[src/rtl/phase_seq_monitor.sv]
// phase_seq_monitor: watches the phase code of an upstream 4-state sequencer.
// It acquires lock after LOCK_CNT consecutive correct phases (starting at 0),
// then flags sequence errors and, optionally, counts completed 0-1-2-3 laps.
//
// Optional feature macro: PHASE_MON_LAPCNT_EN
//   defined   -> lap_pulse / lap_cnt are live
//   undefined -> lap_pulse / lap_cnt are tied to 0
//
// Ports:
//   clk        rising-edge clock
//   rst_n      synchronous active-low reset
//   phase_in   phase code, 0..3 legal, 4..7 illegal
//   phase_vld  phase_in is sampled this cycle
//   onehot     registered one-hot decode of the last valid phase (0 for illegal)
//   locked     registered (state == LOCKED)
//   err_pulse  one-cycle pulse per sequence error while locked
//   err_cnt    saturating sequence-error count
//   lap_pulse  one-cycle pulse per completed lap while locked
//   lap_cnt    wrapping lap count
module phase_seq_monitor #(
    parameter int unsigned LOCK_CNT = 4,
    parameter int unsigned ERR_W    = 8
) (
    input  logic             clk,
    input  logic             rst_n,
    input  logic [2:0]       phase_in,
    input  logic             phase_vld,
    output logic [3:0]       onehot,
    output logic             locked,
    output logic             err_pulse,
    output logic [ERR_W-1:0] err_cnt,
    output logic             lap_pulse,
    output logic [7:0]       lap_cnt
);

    localparam int unsigned GOOD_W = 4;
    localparam int unsigned LAP_W  = 8;

    typedef enum logic [1:0] {
        UNLOCKED = 2'd0,
        ACQUIRE  = 2'd1,
        LOCKED   = 2'd2
    } state_e;

    state_e            state_q, state_d;
    logic [1:0]        expected_q, expected_d;
    logic [GOOD_W-1:0] good_q, good_d;
    logic              miss_q, miss_d;
    logic [3:0]        onehot_q, onehot_d;
    logic              locked_q, locked_d;
    logic              err_pulse_q, err_pulse_d;
    logic [ERR_W-1:0]  err_cnt_q, err_cnt_d;

    logic              phase_legal_c;
    logic              phase_hit_c;
    logic [ERR_W-1:0]  err_cnt_inc_c;
    logic [GOOD_W-1:0] good_inc_c;

    // Illegal codes have bit 2 set and therefore never match expected.
    assign phase_legal_c = ~phase_in[2];
    assign phase_hit_c   = (phase_in == {1'b0, expected_q});
    assign good_inc_c    = good_q + GOOD_W'(1);

    // Saturating error increment.
    assign err_cnt_inc_c = (&err_cnt_q) ? err_cnt_q : err_cnt_q + ERR_W'(1);

    // Next-state and output logic.
    always_comb begin
        state_d     = state_q;
        expected_d  = expected_q;
        good_d      = good_q;
        miss_d      = miss_q;
        onehot_d    = onehot_q;
        err_pulse_d = 1'b0;
        err_cnt_d   = err_cnt_q;

        if (phase_vld) begin
            onehot_d = phase_legal_c ? (4'b0001 << phase_in[1:0]) : 4'b0000;

            case (state_q)
                UNLOCKED: begin
                    if (phase_in == 3'd0) begin
                        state_d    = ACQUIRE;
                        expected_d = 2'd1;
                        good_d     = GOOD_W'(1);
                    end
                end

                ACQUIRE: begin
                    if (phase_hit_c) begin
                        expected_d = expected_q + 2'd1;
                        good_d     = good_inc_c;
                        if (good_inc_c == GOOD_W'(LOCK_CNT)) begin
                            state_d = LOCKED;
                        end
                    end else begin
                        state_d    = UNLOCKED;
                        expected_d = 2'd0;
                        good_d     = '0;
                    end
                end

                LOCKED: begin
                    if (phase_hit_c) begin
                        expected_d = expected_q + 2'd1;
                        miss_d     = 1'b0;
                    end else begin
                        err_pulse_d = 1'b1;
                        err_cnt_d   = err_cnt_inc_c;
                        if (!miss_q) begin
                            // First miss: try to resync onto the observed phase.
                            miss_d = 1'b1;
                            if (phase_legal_c) begin
                                expected_d = phase_in[1:0] + 2'd1;
                            end
                        end else begin
                            state_d    = UNLOCKED;
                            miss_d     = 1'b0;
                            good_d     = '0;
                            expected_d = 2'd0;
                        end
                    end
                end

                default: begin
                    state_d    = UNLOCKED;
                    expected_d = 2'd0;
                    good_d     = '0;
                    miss_d     = 1'b0;
                end
            endcase
        end

        locked_d = (state_d == LOCKED);
    end

    // State and output registers.
    always_ff @(posedge clk) begin
        if (!rst_n) begin
            state_q     <= UNLOCKED;
            expected_q  <= 2'd0;
            good_q      <= '0;
            miss_q      <= 1'b0;
            onehot_q    <= 4'b0000;
            locked_q    <= 1'b0;
            err_pulse_q <= 1'b0;
            err_cnt_q   <= '0;
        end else begin
            state_q     <= state_d;
            expected_q  <= expected_d;
            good_q      <= good_d;
            miss_q      <= miss_d;
            onehot_q    <= onehot_d;
            locked_q    <= locked_d;
            err_pulse_q <= err_pulse_d;
            err_cnt_q   <= err_cnt_d;
        end
    end

    assign onehot    = onehot_q;
    assign locked    = locked_q;
    assign err_pulse = err_pulse_q;
    assign err_cnt   = err_cnt_q;

`ifdef PHASE_MON_LAPCNT_EN
    logic             lap_hit_c;
    logic             lap_pulse_q, lap_pulse_d;
    logic [LAP_W-1:0] lap_cnt_q, lap_cnt_d;

    // A lap completes on a matching phase 3 only once already locked.
    assign lap_hit_c = phase_vld && (state_q == LOCKED) && phase_hit_c
                       && (expected_q == 2'd3);

    // Lap counter next-state.
    always_comb begin
        lap_pulse_d = 1'b0;
        lap_cnt_d   = lap_cnt_q;
        if (lap_hit_c) begin
            lap_pulse_d = 1'b1;
            lap_cnt_d   = lap_cnt_q + LAP_W'(1);
        end
    end

    // Lap registers.
    always_ff @(posedge clk) begin
        if (!rst_n) begin
            lap_pulse_q <= 1'b0;
            lap_cnt_q   <= '0;
        end else begin
            lap_pulse_q <= lap_pulse_d;
            lap_cnt_q   <= lap_cnt_d;
        end
    end

    assign lap_pulse = lap_pulse_q;
    assign lap_cnt   = lap_cnt_q;
`else
    assign lap_pulse = 1'b0;
    assign lap_cnt   = LAP_W'(0);
`endif

endmodule

[config.mk]
export PLATFORM = sky130hd
export DESIGN_NAME = phase_seq_monitor
export DESIGN_NICKNAME = d
export VERILOG_FILES = /design/src/rtl/phase_seq_monitor.sv
export SDC_FILE = /design/constraint.sdc
export NUM_CORES = 1
export LEC_CHECK = 0
export ABC_AREA = 1
export BUFFER_PORTS_ARGS = -buffer_cell sky130_fd_sc_hd__buf_2
export CORE_UTILIZATION = 54
export DETAILED_ROUTE_END_ITERATION = 16
export PLACE_DENSITY_LB_ADDON = 0.3
export SLEW_MARGIN = 15
export SYNTH_ARGS = -nofsm -noshare
export SYNTH_HDL_FRONTEND = slang
export SYNTH_SLANG_ARGS = --single-unit
[constraint.sdc]
create_clock -name clk -period 1.48 [get_ports clk]
set_input_delay 0.148 -clock clk [delete_from_list [all_inputs] [get_ports clk]]
set_output_delay 0.148 -clock clk [all_outputs]
set_load 0.01 [all_outputs]
# After elaboration in Yosys (flattened, before gate mapping)
# Cells that the tools add are included.
# totals
reg_bits	23
output_inout_bits	23
# classes
n_addsub	4
eq_ne	9
n_shift	1
muxes	23
n_bitwise	3
reduce_logical	9
# ops
op	n
$mux 2	11
$mux 4	5
$pmux 2 s3	2
$pmux 4 s3	1
$add 8x1->8 const B	1
$reduce_and 4->1	2
$reduce_and 8->1	1
$ne 2x2->1 const B	3
$reduce_and 3->1	2
$add 2x1->2 const B	2
$add 4x1->4 const B	1
$eq 2x2->1 const B	2
$eq 4x3->1 const B	1
$ne 4x4->1 const B	1
$shl 1x2->4 const A	1
$eq 3x2->1	1
$logic_not 3->1	1
$mux 1	3
$not 1->1	3
$eq 2x1->1 const B	1
$logic_not 2->1	1
$pmux 1 s2	1
$reduce_and 2->1	1
$reduce_or 2->1	1

# Depth between registers and ports, before layout
# depth
ltp_word	7
ltp_mapped	11
mapped_depth_nobuf	11

# Worst setup path after synthesis
# Ideal clock, no wire load.
# synth_timing
path_type	flip-flop to flip-flop
startpoint	reg err_cnt_q[5], in the netlist err_cnt[5]
endpoint	reg err_cnt_q[3], in the netlist err_cnt[3]
setup_time_ns	0.066
arrival_time_ns	1.228
t_required_ns	1.414
setup_slack_ns	0.186
path_stages_with_launch	8
path_buffers	1
synth_period_minus_slack_ns	1.294
cell_sequence	dfxtp_1 inv_1 nor3_2 nand4_2 nand2_4 buf_8 nand2_1 a21oi_2
# synth_between
elab_chain_len	3
# synth_rtl
item	line_no	rtl
from (decl)	52	logic [ERR_W-1:0] err_cnt_q, err_cnt_d;
from (signal assigned)	156	err_cnt_q <= err_cnt_d;
$reduce_and 8->1	65	assign err_cnt_inc_c = (&err_cnt_q) ? err_cnt_q : err_cnt_q + ERR_W'(1);
$not 1->1 (no source line)	n/a	
$reduce_and 4->1 (no source line)	n/a	
# No other way between the ends.
# A chain may end at the register's enable or synchronous reset.

# Worst setup path after layout
# layout_timing
startpoint	reg good_q[1]
endpoint	reg locked_q, in the netlist locked
# layout_between
elab_chain_len	7
# layout_rtl
item	line_no	rtl
from (decl)	47	logic [GOOD_W-1:0] good_q, good_d;
from (signal assigned)	151	good_q <= good_d;
$add 4x1->4	62	assign good_inc_c = good_q + GOOD_W'(1);
$eq 4x3->1	93	if (good_inc_c == GOOD_W'(LOCK_CNT)) begin
$mux 2	93	
$mux 2	90	if (phase_hit_c) begin
$pmux 2 s3	80	case (state_q)
$mux 2	77	if (phase_vld) begin
$eq 2x2->1	134	locked_d = (state_d == LOCKED);
to (signal assigned)	154	locked_q <= locked_d;
to (decl)	50	logic locked_q, locked_d;
# No other way between the ends.

==> impl_results.rst <==
.. list-table::
   :header-rows: 1

   * - Metric
     - Value
   * - Result of the run
     - complete, no violations
   * - Hold_buf cts
     - 0
   * - Mean post-synth cell area
     - 7.258 µm²
   * - Wire length of the first global-routing pass
     - ~4.4 mm
   * - Gp weighted congestion
     - 0.8237
   * - Maximum fanout encountered on the critical timing path
     - 5
   * - Violation count after the first detailed-route iteration
     - 20
   * - Placed cell count
     - 239
   * - Proportion of netlist area held by the largest area contributor
     - 33.21%
   * - Total global routing overflow
     - 0
   * - Required time of the worst setup path
     - 1.74 ns
   * - Period utilization
     - 94.54%
   * - Launch instance of the worst min-delay path
     - rst_n
   * - Root buffer cell
     - sky130_fd_sc_hd__clkbuf_4
   * - Setup Fix Bufs, Post-CTS
     - 0
   * - Setup repair after global routing missed its margin
     - false
   * - Post-synthesis xor/xnor area fraction
     - 3.791%
   * - Post-synthesis cell count
     - between 150 and 200
   * - DRC violation count after routing
     - 0
   * - Average routed wire per standard cell
     - between 10 and 15 µm
   * - Number of cells traversed by the worst register-to-register path
     - 10
   * - Sw Pwr
     - between 200 and 300 µW
   * - Startpoint of the worst setup timing path
     - good_q[1]$_SDFFE_PN0P_
   * - Worst Clk Skew
     - 0.007858 ns
   * - Vias per Instance
     - ~5
   * - Share of total power in sequential cells
     - 61.3%
   * - Number of synthesized flops with an enable pin
     - 0
   * - Number of instances resized during post-cts repair
     - 0
   * - Clock share of power
     - 28.8%
   * - Critical setup path kind
     - register to register
   * - Buffer levels on the longest clock path
     - 2
   * - Synthesis Warnings
     - 0
   * - Count of input and output buffers
     - 19
   * - Placeable core area
     - 0.002318 mm²
   * - Internal power summed over all cells
     - 757.7 µW
   * - Seq cells post-synth
     - 23
   * - Worst hold margin
     - around 0.12 ns
   * - Area share of and/or/nand/nor cells after synthesis
     - between 20% and 30%
   * - Power density over cell area
     - 671.5 mW/mm²
   * - Largest family of logic cells by synthesized area
     - simple AND/OR/NAND/NOR gates
   * - Timing-limited maximum frequency
     - a little over 700 MHz
   * - Detailed Place HPWL
     - approximately 1.9 mm
   * - Switching power as a share of total power
     - 26.67%
   * - Final critical-path required period
     - ~1.4 ns
   * - TritonCTS clock tree
     - done
   * - R2R Path End
     - locked$_SDFF_PN0_
   * - Maximum level of the CTS H-tree
     - 1
   * - Multiplexer area fraction after synthesis
     - 0%
   * - Total standard cell area after synthesis
     - 0.001386 mm²
   * - Final Max Tran Viols
     - 0
   * - Most numerous cell in the Yosys netlist
     - sky130_fd_sc_hd__nand2_1
   * - Placement row count
     - 17
   * - Layout area overhead
     - 11.01%
   * - Die area
     - 0.002774 mm²
   * - Vias in the first global route
     - 1058
   * - Cell area after placement
     - 0.001493 mm²
   * - Top post-synthesis cells by area
     - sky130_fd_sc_hd__dfxtp_1, sky130_fd_sc_hd__nand2_1, sky130_fd_sc_hd__ha_1
   * - Final Setup Violations
     - 0
   * - Min-Delay Path Class
     - input pin to register
   * - Post-layout total power
     - just over 1000 µW
   * - Top FF cell, synth
     - sky130_fd_sc_hd__dfxtp_1
   * - Library cell with the largest summed area after synthesis
     - sky130_fd_sc_hd__dfxtp_1
   * - First drt pass iteration count
     - 4
   * - Worst EP arrival
     - 1.66 ns
   * - Compound-gate portion of the synthesized area
     - between 10% and 20%
   * - CTS buffer count
     - 3
   * - Clock latency reported for the late side of the worst-skew pair
     - approximately 0.31 ns
   * - Distinct cells, synth
     - 28
   * - Clock sink total
     - 23
   * - I/O pin total
     - 29
   * - Horizontal extent of the die
     - between 50 and 60 µm
   * - DIE HEIGHT
     - 52.67 µm
   * - Cell count of the worst hold path
     - 3
   * - Max VDD drop
     - 0.5891 mV
   * - Final total negative setup slack
     - 0 ns
   * - Number of failing hold endpoints at the final stage
     - 0
   * - Initial Utilization
     - 59.79%
   * - Antenna violations before repair
     - 0
   * - Total number of vias
     - 1212
   * - Flop-to-flop setup slack
     - 0.08 ns
   * - Fraction of final layout cells with drive strength greater than 1
     - 26.51%
   * - Clock transition at the registers of the reported paths
     - 0.13 ns
   * - Relative slew margins
     - 64.93%
   * - Drt total wl
     - 2.511 mm
   * - Share of flip-flops with an asynchronous set or reset
     - 0%
   * - Post-Layout Cell Count
     - ~240
   * - Leading post-synthesis cells by instance count
     - sky130_fd_sc_hd__nand2_1, sky130_fd_sc_hd__dfxtp_1, sky130_fd_sc_hd__inv_1, sky130_fd_sc_hd__a21oi_1, sky130_fd_sc_hd__nand3_1
   * - Critical Path Source Type
     - register
   * - Area of all placed cells without fillers
     - 0.001539 mm²
   * - Sink of the worst hold path
     - err_cnt[6]$_SDFFE_PN0P_
   * - Portion of total power attributed to combinational logic
     - 9.9%
   * - Antenna Violating Nets Remaining
     - 0
   * - Maximum capacitance violations
     - 0
   * - Static leakage
     - between 0.0007 and 0.0008 µW
   * - Maximum number of pins on one net before global-route repair
     - 16
   * - Adder-Cell Fraction of Synth Area
     - 6.318%
   * - Antenna diode count
     - 0
   * - Origin of the critical flop-to-flop path
     - good_q[1]$_SDFFE_PN0P_
   * - Overall Global Routing Usage
     - between 20% and 30%
   * - Post-synthesis sequential area ratio
     - between 30% and 40%
   * - Final layout net count
     - roughly 230
   * - Least-Margin Pin Slew
     - around 0.53 ns
   * - Critical Path End Type
     - register
## through the flow
stage | setup slack (ns) | util (%)
after floorplan | 0.1859 | -
after global placement | 0.09516 | 64.38
after detailed placement | 0.06628 | 64.38
after CTS | 0.03199 | 65.57
after global routing | 0.001114 | 66.38
final | 0.08088 | 66.38
## placed cells by master, fill, tap and decap left out, types with 5 or more instances in the layout
cell,instances
sky130_fd_sc_hd__a21oi_1,15
sky130_fd_sc_hd__buf_2,19
sky130_fd_sc_hd__buf_4,5
sky130_fd_sc_hd__conb_1,9
sky130_fd_sc_hd__dfxtp_1,20
sky130_fd_sc_hd__ha_1,6
sky130_fd_sc_hd__inv_1,21
sky130_fd_sc_hd__inv_2,6
sky130_fd_sc_hd__nand2_1,46
sky130_fd_sc_hd__nand2_2,7
sky130_fd_sc_hd__nand3_1,10
sky130_fd_sc_hd__nand4_1,5
sky130_fd_sc_hd__nor2_1,8
sky130_fd_sc_hd__o21ai_1,7
## flip-flops by register name (all words and copies together) (netlist names)
signal	count
good_q	4
state_q	2
expected_q	2
err_pulse	1
err_cnt	8
locked	1
miss_q	1
onehot	4
## routing by layer
metal	vias to the layer above	track usage [%]	part of all wire (%)
met1	535	29.75	52
met2	34	32.28	43
met3	4	2.899	4.1
met4	0	6.579	0.96
li1	639	-	-
met5	-	0	0
## worst max-delay path, stage by stage, from the launching register on
cell,delay [ns]
sky130_fd_sc_hd__dfxtp_4,0.39
sky130_fd_sc_hd__ha_2,0.19
sky130_fd_sc_hd__xor2_2,0.18
sky130_fd_sc_hd__nand2_1,0.08
sky130_fd_sc_hd__nor2_2,0.12
sky130_fd_sc_hd__nand2_1,0.06
sky130_fd_sc_hd__nand2_1,0.07
sky130_fd_sc_hd__nand2_1,0.05
sky130_fd_sc_hd__nand2_1,0.05
sky130_fd_sc_hd__nand2_1,0.06
sky130_fd_sc_hd__nor2_1,0.09
## how the worst max path moves through the flow
| stage | slack, ns | end | cells after the start |
|---|---|---|---|
| after floorplan | 0.19 | err_cnt[3]$_SDFFE_PN0P_ | 7 |
| after global placement | 0.1 | locked$_SDFF_PN0_ | 10 |
| after detailed placement | 0.07 | locked$_SDFF_PN0_ | 10 |
| after CTS | 0.03 | locked$_SDFF_PN0_ | 10 |
| after global routing | 0.001 | locked$_SDFF_PN0_ | 10 |
| final | 0.08 | locked$_SDFF_PN0_ | 10 |
## cell type report
| cell class | count | area (µm²) |
|---|---|---|
| well taps | 28 | 35.03 |
| clock inverters | 1 | 5.005 |
| clock buffers | 3 | 22.52 |
| inverters | 27 | 101.3 |
| multi-input cells | 137 | 775.7 |
| flip-flops and latches | 23 | 466.7 |
| fillers | 217 | 779.5 |
| repair buffers | 24 | 132.6 |
## kinds of logic (layout without fill, tap and decap cells)
kind of cell	Yosys count	count (layout)
other	1	9
AND/OR/NAND/NOR	85	85
AO/OA/AOI/OAI	30	30
buffers and inverters	39	55
flip-flops	23	23
XOR/XNOR	6	6
adder cells (fa/ha/maj)	7	7
## power by group through the flow
stage / Clock (µW) / Sequential, µW / Combinational [µW]
after floorplan: 0 / 648 / 88.1
after CTS: 308 / 634 / 101
final: 298 / 633 / 102
after global placement: 0 / 647 / 98.6
after global routing: 324 / 635 / 116
after detailed placement: 0 / 647 / 100
Note: power is estimated with default switching activity, not from simulation.
